`src/rtl/alu_share_arb.sv`:
```
// Two-requester arbiter in front of a shared combinational ALU, with a registered response.
// Define ALU_ARB_ROUND_ROBIN_EN for round-robin arbitration; the default build uses fixed priority (requester 0 wins).
`timescale 1ns/1ps

module alu_share_arb (
  input  logic        clk,
  input  logic        rst_n,
  input  logic        req0_valid,
  output logic        req0_ready,
  input  logic [2:0]  req0_op,
  input  logic [31:0] req0_a,
  input  logic [31:0] req0_b,
  input  logic        req1_valid,
  output logic        req1_ready,
  input  logic [2:0]  req1_op,
  input  logic [31:0] req1_a,
  input  logic [31:0] req1_b,
  output logic        rsp_valid,
  input  logic        rsp_ready,
  output logic        rsp_id,
  output logic [31:0] rsp_x,
  output logic        rsp_zero,
  output logic [2:0]  alu_op,
  output logic [31:0] alu_a,
  output logic [31:0] alu_b,
  input  logic [31:0] alu_x,
  input  logic        alu_zero
);

  localparam logic [2:0] OP_SUB = 3'b110;

  typedef enum logic [1:0] {IDLE, EXEC, DONE} state_t;

  state_t      state_q, state_d;
  logic [2:0]  op_q, op_d;
  logic [31:0] a_q, a_d;
  logic [31:0] b_q, b_d;
  logic        id_q, id_d;
  logic [31:0] rsp_x_q, rsp_x_d;
  logic        rsp_zero_q, rsp_zero_d;
  logic        grant0, grant1;

`ifdef ALU_ARB_ROUND_ROBIN_EN
  logic ptr_q, ptr_d;

  // ptr_q holds the last granted requester; on contention the other one wins
  always_comb begin
    grant0 = req0_valid && (!req1_valid || ptr_q);
    grant1 = req1_valid && (!req0_valid || !ptr_q);
  end

  always_comb begin
    ptr_d = ptr_q;
    if (req0_ready || req1_ready) ptr_d = req1_ready;
  end
`else
  always_comb begin
    grant0 = req0_valid;
    grant1 = req1_valid && !req0_valid;
  end
`endif

  // rst_n gating keeps ready low while reset is held even though IDLE is already the reset state
  assign req0_ready = rst_n && (state_q == IDLE) && grant0;
  assign req1_ready = rst_n && (state_q == IDLE) && grant1;

  always_comb begin
    state_d    = state_q;
    op_d       = op_q;
    a_d        = a_q;
    b_d        = b_q;
    id_d       = id_q;
    rsp_x_d    = rsp_x_q;
    rsp_zero_d = rsp_zero_q;
    case (state_q)
      IDLE: begin
        if (req0_ready) begin
          op_d    = req0_op;
          a_d     = req0_a;
          b_d     = req0_b;
          id_d    = 1'b0;
          state_d = EXEC;
        end else if (req1_ready) begin
          op_d    = req1_op;
          a_d     = req1_a;
          b_d     = req1_b;
          id_d    = 1'b1;
          state_d = EXEC;
        end
      end
      EXEC: begin
        rsp_x_d    = alu_x;
        rsp_zero_d = (op_q == OP_SUB) ? alu_zero : 1'b0;
        state_d    = DONE;
      end
      DONE: begin
        if (rsp_ready) state_d = IDLE;
      end
      default: state_d = IDLE;
    endcase
  end

  always_ff @(posedge clk or negedge rst_n) begin
    if (!rst_n) begin
      state_q    <= IDLE;
      op_q       <= 3'b000;
      a_q        <= 32'd0;
      b_q        <= 32'd0;
      id_q       <= 1'b0;
      rsp_x_q    <= 32'd0;
      rsp_zero_q <= 1'b0;
`ifdef ALU_ARB_ROUND_ROBIN_EN
      ptr_q      <= 1'b1;
`endif
    end else begin
      state_q    <= state_d;
      op_q       <= op_d;
      a_q        <= a_d;
      b_q        <= b_d;
      id_q       <= id_d;
      rsp_x_q    <= rsp_x_d;
      rsp_zero_q <= rsp_zero_d;
`ifdef ALU_ARB_ROUND_ROBIN_EN
      ptr_q      <= ptr_d;
`endif
    end
  end

  assign alu_op    = op_q;
  assign alu_a     = a_q;
  assign alu_b     = b_q;
  assign rsp_valid = (state_q == DONE);
  assign rsp_id    = id_q;
  assign rsp_x     = rsp_x_q;
  assign rsp_zero  = rsp_zero_q;

endmodule
```
`config.mk`:
```
export PLATFORM = sky130hd
export DESIGN_NAME = alu_share_arb
export DESIGN_NICKNAME = d
export VERILOG_FILES = /design/src/rtl/alu_share_arb.sv
export SDC_FILE = /design/constraint.sdc
export NUM_CORES = 1
export LEC_CHECK = 0
export BUFFER_PORTS_ARGS = -buffer_cell sky130_fd_sc_hd__buf_2
export CORE_AREA = 3 3 107 109
export CTS_CLUSTER_DIAMETER = 60
export CTS_CLUSTER_SIZE = 8
export DETAILED_ROUTE_END_ITERATION = 10
export DIE_AREA = 0 0 110 112
export PLACE_DENSITY = 0.8
export SYNTH_ARGS = -nofsm -noshare
export SYNTH_HDL_FRONTEND = slang
export SYNTH_SLANG_ARGS = --single-unit
```
`constraint.sdc`:
```
create_clock -name clk -period 2.9 [get_ports clk]
set_input_delay 0.58 -clock clk [delete_from_list [all_inputs] [get_ports clk]]
set_output_delay 0.58 -clock clk [all_outputs]
set_load 0.01 [all_outputs]
```
==> qor.csv, run 1 <==
stage,metric,value,unit
worst_setup_path,R2R depth,4,
timing,setup TNS,0,ns
place,input/output buffers,275,
clock_tree,Post-CTS Setup Bufs,0,
detailed_routing,final WL,14.9,mm
synthesis,post-synth cell types,23,
clock_tree,total CTS buffers,9,
clock_tree,clock transition at the registers of the reported paths,0.11,ns
power_and_ir_drop,Pleak,0.00312,uW
synthesis,sequential fraction of the synthesis area,0.555,
worst_setup_path,flop2flop setup slack,0.89,ns
synthesis,Post-synth EDFFs,0,
global_route,initial antenna violation count,0,
worst_setup_path,Critical Path Sink,alu_a[12],
place,dpl hpwl,10.8,mm
clock_tree,clk sinks,103,
timing,Tcrit/Tclk final,0.837,
timing,RSZ-0062 raised after global routing,no,
timing,"Slew Viols, Final",0,
global_route,grt ovf,0,
layout,area occupied by multi-input gates,1880,um2
global_route,vias in the first global route,4625,
detailed_routing,drt wl/cell,18.8,um
clock_tree,CTS root buf,clkbuf_8,
worst_setup_path,CP startpoint,rst_n,
timing,setup violators final,0,
layout,Layout area overhead,36.1,%
flow_run,total of max-cap violations,0,
global_route,first-pass GRT wire length,23.4,mm
timing,post-route setup slack,0.473,ns
layout,fillers,890,
floorplanning,I/O pin cnt,276,
floorplanning,Die X-Extent,110,um
timing,final hold violation count,0,
timing,Tmin final,2.43,ns
timing,clk_skew,0.0112,ns
timing,normalized max-slew margin,0.456,
floorplanning,die height,112,um
synthesis,synthesized flop and latch total,103,
power_and_ir_drop,Pwr per Cell Area,949,nW/um2
clock_tree,CTS H-tree depth,3,
synthesis,top_reg_cell synth,dfrtp_1,
worst_setup_path,Crit Reg-Reg Startpoint,state_q[0],
synthesis,Synth Instances,394,
outcome,outcome,completed,
place,pre-CTS setup slack,0.662,ns
synthesis,post-synthesis async set-or-reset flop share,1.00,
worst_setup_path,CP Launch Type,input port,
timing,slew at the pin with the worst max-slew slack,0.816,ns
floorplanning,row count,38,
detailed_routing,Post-DRT Antenna Nets,0,
worst_setup_path,worst-path maximum fanout,42,
place,GPL Wtd Cong,0.806,
min_path,worst min path class,in2reg,
clock_tree,CTS tree,yes,
detailed_routing,vias per cell,5.74,
synthesis,mapped cell area,4640,um2
worst_setup_path,reg-to-reg endpoint,alu_a[12],
layout,FF/Latch Area,2580,um2
layout,Util after Layout,0.591,
layout,ant diodes,0,
detailed_routing,via count,4560,
layout,layout cells sized above 1,0.531,
synthesis,"Avg Cell Area, Syn",11.8,um2
floorplanning,area of the die,12300,um2
worst_setup_path,worst path arrival time,2.69,ns
power_and_ir_drop,peak supply drop,0.621,mV
worst_setup_path,critical path required time,3.16,ns
timing,Fmax,412,MHz
worst_setup_path,critical path class,in2reg,
detailed_routing,initial DRC count,323,
global_route,GRT Util Overall,0.240,
detailed_routing,Detailed Routing Iterations Pass 1,5,
layout,Nets,821,
power_and_ir_drop,total power,5990,uW
synthesis,Synth Warn #,0,
clock_tree,Clock Latency Late Sink,0.37,ns
detailed_routing,DRC violations left,0,
floorplanning,total core area,10700,um2
global_route,pin count of the biggest net entering global routing,69,
clock_tree,Max clock buf depth,2,
synthesis,syn_nets,566,
floorplanning,Initial Utilization,0.434,
worst_setup_path,nature of the critical path endpoint,flop,
-- synthesized netlist by cell type (2+ instances only) --
master | count | area, um2
a22oi_1 | 56 | 420
a22oi_2 | 11 | 138
a32oi_1 | 67 | 587
buf_2 | 16 | 80.1
buf_6 | 2 | 22.5
clkbuf_1 | 20 | 75.1
dfrtp_1 | 103 | 2580
mux2_2 | 32 | 360
nand2_1 | 68 | 255
nand2b_1 | 2 | 12.5
nor2_1 | 4 | 15.0
o21ai_0 | 2 | 10.0
-- layout make-up --
cell class | count | area share
clock buffer | 9 | 0.0196
clock inverter | 7 | 0.0127
inverter | 2 | 0.00119
multi-input combinational | 249 | 0.298
sequential | 103 | 0.408
tap | 140 | 0.0277
timing repair buffer | 284 | 0.233
-- registers in the layout, summed over array words and instances (netlist names) --
name and count:
alu_b 32, alu_a 32, rsp_id 1, state_q 2, rsp_zero 1, rsp_x 32
alu_op 3
-- what timing repair did --
| action | CTS | global route |
|---|---|---|
| resized for setup | 0 | 0 |
| hold endpoints to repair | 2 | 0 |
| hold buffers | 1 | 0 |
-- critical path: stages --
cell and delay (ns):
dlygate4sd3_1 0.55, buf_4 0.16, or3b_2 0.75, buf_12 0.30
a22oi_1 0.23, nand2_1 0.08
-- where the power goes --
group	leakage, uW	switching (uW)	internal, uW
Clock	0.000102	523	410
Sequential	0.00121	514	2120
Combinational	0.00181	1260	1160
-- cells in the final DEF, fill, tap and decap left out --
master	count
clkbuf_8	9
buf_2	274
nor3b_1	1
inv_6	1
or3b_2	1
a22oi_2	11
a32oi_1	67
mux2_2	32
dlygate4sd3_1	1
a22oi_1	56
and4bb_2	1
nor2_4	1
nand4b_1	1
clkinv_4	2
clkinvlp_4	1
inv_8	1
buf_12	2
nor4bb_4	1
nand2b_1	2
dfrtp_1	103
clkinv_2	1
nand2_1	68
inv_1	1
nor2_1	3
o21ai_0	2
and2_1	1
buf_4	7
inv_2	1
bufinv_16	1
nor2b_1	1
-- cell families (layout without fill, tap and decap cells) --
logic type	after synthesis	count (layout)	synth area share
compound gates	136	136	0.249
flops	103	103	0.555
simple gates	81	81	0.0738
buf+inv	42	302	0.0447
mux	32	32	0.0776
-- through the flow --
step	cells	hold WS, ns	area, um2
after global placement	777	0.384	6100
after floorplan	394	0.284	4640
final	794	0.412	6320
after global routing	794	0.399	6320
after CTS	794	0.394	6320
after detailed placement	777	0.391	6100
-- layer usage --
metal  part of all wire  track usage
met5                  0            0
met4              0.022       0.0806
met3              0.083       0.0557
met2               0.51        0.418
met1               0.38        0.287
-- worst min-delay path by stage --
stage,cells past startpoint,end,startpoint
finish,2,state_q[1],rsp_ready
global route,2,state_q[1],rsp_ready
CTS,2,state_q[1],rsp_ready
detailed placement,1,state_q[0],rst_n
global placement,1,rsp_id,rst_n
floorplan,0,alu_a[0],rst_n
Note: power is estimated with default switching activity, not from simulation.
==> run 2: changes to the inputs <==
Settings changed: CORE_AREA 3 3 107 109 to unset, CORE_ASPECT_RATIO set to 1.25, CORE_MARGIN set to 3, CORE_UTILIZATION set to 44, DIE_AREA 0 0 110 112 to unset, PLACE_DENSITY 0.8 to 0.81.
Clock period 2.9 ns to 2.5 ns, I/O delays scaled along.
==> qor.csv, run 2 (same netlist as run 1, synthesis figures left out) <==
stage,metric,value,unit
outcome,outcome,completed,
power_and_ir_drop,total power,7300,uW
power_and_ir_drop,Pwr per Cell Area,1140,nW/um2
layout,Nets,821,
clock_tree,cts repair resizes,0,
timing,Tcrit/Tclk final,0.833,
layout,post-route cell area,6380,um2
detailed_routing,vias per cell,5.81,
detailed_routing,Detailed Routing Iterations Pass 1,5,
clock_tree,CTS root buf,clkbuf_16,
clock_tree,Max clock buf depth,2,
worst_setup_path,flop2flop setup slack,0.70,ns
power_and_ir_drop,Pleak,0.00316,uW
floorplanning,I/O pin cnt,276,
min_path,worst min path class,in2async,
floorplanning,Initial Utilization,0.455,
global_route,GRT Util Overall,0.244,
clock_tree,total CTS buffers,9,
clock_tree,CTS tree,yes,
layout,"leading cell types in the layout, fill and taps excluded","buf_2, dfrtp_1, nand2_1",
place,input/output buffers,275,
worst_setup_path,critical path class,reg2out,
place,dpl hpwl,10.8,mm
detailed_routing,initial DRC count,244,
detailed_routing,Post-DRT Antenna Nets,0,
timing,clk_skew,0.0114,ns
timing,WHS,0.227,ns
floorplanning,row count,41,
place,placed insts,767,
timing,"Slew Viols, Final",0,
layout,layout cells sized above 1,0.532,
timing,setup violators final,0,
layout,ant diodes,0,
floorplanning,total core area,10200,um2
detailed_routing,DRC violations left,0,
timing,setup TNS,0,ns
timing,slew at the pin with the worst max-slew slack,0.897,ns
timing,normalized max-slew margin,0.402,
timing,Fmax,480,MHz
flow_run,total of max-cap violations,0,
clock_tree,"Hold-fix buffers, CTS",0,
global_route,pin count of the biggest net entering global routing,72,
global_route,grt ovf,0,
layout,Finished Layout Cells,783,
global_route,first-pass GRT wire length,23.1,mm
global_route,vias in the first global route,4695,
clock_tree,clock transition at the registers of the reported paths,0.07,ns
worst_setup_path,nature of the critical path endpoint,output pin,
worst_setup_path,CP Launch Type,flop,
global_route,initial antenna violation count,0,
timing,final hold violation count,0,
floorplanning,area of the die,11800,um2
power_and_ir_drop,peak supply drop,0.695,mV
clock_tree,CTS H-tree depth,3,
floorplanning,die height,121,um
clock_tree,Clock Latency Late Sink,0.33,ns
layout,Layout area overhead,37.5,%
place,GPL Wtd Cong,0.827,
floorplanning,Die X-Extent,97.9,um
detailed_routing,drt wl/cell,19.2,um
worst_setup_path,critical path required time,2.00,ns
clock_tree,clk sinks,103,
detailed_routing,final WL,15.0,mm
worst_setup_path,worst path arrival time,1.58,ns
place,dpl cell area,6090,um2
clock_tree,Post-CTS Setup Bufs,0,
detailed_routing,via count,4550,
timing,Tmin final,2.08,ns
layout,"commonest non-fill, non-tap cell in the layout",buf_2,
timing,RSZ-0062 raised after global routing,no,
worst_setup_path,worst-path maximum fanout,14,
-- run 2: cell count changes in the layout (fill, tap and decap cells not counted), sizes merged --
cell         delta
clkinvlp        -1
clkinv          -1
clkbuf          +1
dlygate4sd3     -1
inv             +1
buf             +1
-- run 2: path summary, 6_finish.rpt --
check | from | end | cells past startpoint
max in group asynchronous | rst_n | alu_a[31] | 3
min in group clk | rsp_ready | state_q[1] | 2
worst min register to register | rsp_x[1] | rsp_x[1] | 1
worst min-delay path | rst_n | alu_a[12] | 2
worst max-delay path | state_q[0] | req0_ready | 2
worst max register to register | state_q[0] | alu_a[29] | 4
-- run 2: layout make-up --
type                       count  area (um2)
inverter                       2        7.51
clock inverter                 6        66.3
tap                          129         161
sequential                   103        2580
timing repair buffer         284        1460
fill                         840        3820
multi-input combinational    249        1880
clock buffer                  10         229
-- run 2: report_power, final --
part	total [uW]	internal, uW	leakage [uW]	switching (uW)
clock	1410	785	0.000148	621
sequential	3090	2470	0.00121	619
combinational	2810	1340	0.00180	1470
total	7300	4590	0.00316	2710
-- run 2: per-layer routing --
metal / GRT usage / share of wire / wire length [um]
met1: 0.275 / 0.36 / 5400
met2: 0.438 / 0.52 / 7870
met3: 0.0679 / 0.093 / 1400
met4: 0.0935 / 0.025 / 369
met5: 0 / 0 / 0
-- run 2: worst max-delay path, cell delays in order, from the launching register on --
cell and delay, ns:
dfrtp_1 0.47, and4bb_2 0.57, buf_2 0.21
-- run 2: metrics by stage --
stage	utilization	worst slack, ns
2_1_floorplan	-	0.633
3_3_place_gp	0.596	0.621
3_5_place_dp	0.596	0.579
4_1_cts	0.625	0.421
5_1_grt	0.625	0.359
6_report	0.625	0.417
==> run 3: changes to the inputs <==
Settings changed: CORE_UTILIZATION 44 to 39, PLACE_DENSITY 0.81 to 0.76.
Clock period 2.5 ns to 1.9 ns, I/O delays scaled along.
==> qor.csv, run 3 (same netlist as run 1, synthesis figures left out) <==
stage,metric,value,unit
clock_tree,clock transition at the registers of the reported paths,0.07,ns
detailed_routing,drt wl/cell,18.1,um
timing,post-route setup slack,0.0631,ns
timing,normalized max-slew margin,0.536,
timing,setup violators final,0,
global_route,grt ovf,0,
worst_setup_path,critical path class,reg2out,
layout,Util after Layout,0.572,
detailed_routing,vias per cell,5.48,
detailed_routing,DRC violations left,0,
worst_setup_path,nature of the critical path endpoint,output pin,
worst_setup_path,critical path required time,1.52,ns
place,input/output buffers,275,
timing,Fmax,544,MHz
place,pre-CTS setup slack,0.221,ns
timing,slew at the pin with the worst max-slew slack,0.696,ns
layout,layout cells sized above 1,0.532,
layout,Nets,827,
timing,RSZ-0062 raised after global routing,yes,
place,dpl hpwl,10.9,mm
power_and_ir_drop,Comb power frac,0.383,
clock_tree,clk sinks,103,
detailed_routing,via count,4477,
layout,ant diodes,0,
worst_setup_path,CP Cell Sequence,"nor4bb_4, and2_1, buf_2",
floorplanning,area of the die,13300,um2
power_and_ir_drop,total power,9600,uW
worst_setup_path,R2R depth,4,
timing,WHS,0.176,ns
timing,"Slew Viols, Final",0,
power_and_ir_drop,peak supply drop,0.735,mV
timing,final hold violation count,0,
global_route,GRT Util Overall,0.216,
worst_setup_path,Crit Reg-Reg Startpoint,state_q[0],
power_and_ir_drop,Clock Power Share,0.195,
worst_setup_path,slowest cell on the critical path,dfrtp_1,
detailed_routing,Post-DRT Antenna Nets,0,
clock_tree,total CTS buffers,9,
clock_tree,CTS tree,yes,
layout,"commonest non-fill, non-tap cell in the layout",buf_2,
flow_run,total of max-cap violations,0,
worst_setup_path,worst-path maximum fanout,6,
power_and_ir_drop,Cell Int Power,6140,uW
detailed_routing,Detailed Routing Iterations Pass 1,7,
detailed_routing,initial DRC count,299,
power_and_ir_drop,Sw Share,0.360,
min_path,worst min path class,in2async,
worst_setup_path,worst path arrival time,1.46,ns
global_route,vias in the first global route,4579,
floorplanning,Initial Utilization,0.409,
timing,setup TNS,0,ns
clock_tree,CTS H-tree depth,3,
power_and_ir_drop,P_sw,3460,uW
global_route,pin count of the biggest net entering global routing,56,
floorplanning,row count,43,
clock_tree,Clock Latency Late Sink,0.34,ns
timing,Tmin final,1.84,ns
worst_setup_path,reg-to-reg endpoint,alu_b[29],
floorplanning,I/O pin cnt,276,
worst_setup_path,critical path's largest stage delay,0.46,ns
detailed_routing,final WL,14.8,mm
timing,Tcrit/Tclk final,0.967,
clock_tree,CTS root buf,clkbuf_16,
global_route,initial antenna violation count,2,
place,GPL Wtd Cong,0.805,
worst_setup_path,flop2flop setup slack,0.23,ns
floorplanning,die height,128,um
worst_setup_path,CP Launch Type,flop,
power_and_ir_drop,Pwr per Cell Area,1480,nW/um2
power_and_ir_drop,Sequential Power Share,0.422,
floorplanning,total core area,11400,um2
floorplanning,Die X-Extent,104,um
power_and_ir_drop,Pleak,0.00319,uW
layout,Layout area overhead,39.7,%
outcome,outcome,completed,
layout,"leading cell types in the layout, fill and taps excluded","buf_2, dfrtp_1, nand2_1",
timing,clk_skew,0.00733,ns
clock_tree,Max clock buf depth,2,
global_route,first-pass GRT wire length,23.1,mm
-- run 3: cell count changes in the layout (fill, tap and decap cells not counted), moves of 2 or more --
cell,previous run,this run
clkinv_2,2,0
inv_6,3,0
buf_4,9,13
clkbuf_1,1,3
clkbuf_8,0,2
-- run 3: worst max-delay path by stage --
stage | to | from | depth (start not counted)
floorplan | req1_ready | state_q[0] | 4
global placement | alu_b[20] | rst_n | 5
detailed placement | alu_b[29] | rst_n | 5
CTS | req1_ready | state_q[0] | 3
global route | req1_ready | state_q[1] | 3
finish | req1_ready | state_q[0] | 3
-- run 3: cell type report --
type                    instances  area [um2]
inverters                       2        7.51
fillers                       965        4860
repair buffers                290        1520
clock buffers                  14         264
flip-flops and latches        103        2580
well taps                     157         196
multi-input cells             249        1880
clock inverters                 2        38.8
-- run 3: layer usage --
metal | global-route usage | vias to the layer above | wire [um]
li1 | - | 2053 | -
met1 | 0.247 | 2164 | 5460
met2 | 0.381 | 223 | 7570
met3 | 0.0781 | 33 | 1450
met4 | 0.0689 | 4 | 267
met5 | 0 | - | 27
-- run 3: repair_timing --
action                                 CTS  global route
setup buffers                            0             0
hold buffers                             1             0
gates resized for setup                  1             1
pin swaps                                0             1
setup endpoints to repair                1             2
endpoints found under the hold margin    2             0
-- run 3: critical path, delay by kind of cell (launching register included) --
| kind | cells | cell delay [ns] |
|---|---|---|
| buffers and inverters | 1 | 0.12 |
| AND/OR/NAND/NOR | 2 | 0.54 |
| flip-flops | 1 | 0.46 |
-- run 3: per-stage QoR --
| step | std cells | cell area (um2) |
|---|---|---|
| after CTS | 817 | 6490 |
| final | 817 | 6490 |
| after global routing | 817 | 6490 |
| after floorplan | 394 | 4640 |
| after global placement | 800 | 6170 |
| after detailed placement | 800 | 6170 |
-- run 3: power groups by stage --
| stage | sequential (uW) | clock (uW) | combinational [uW] |
|---|---|---|---|
| after floorplan | 4460 | 0 | 1550 |
| after global placement | 4000 | 0 | 3630 |
| after detailed placement | 4070 | 0 | 3730 |
| after CTS | 4050 | 1910 | 3740 |
| after global routing | 4200 | 2010 | 4050 |
| final | 4050 | 1870 | 3680 |
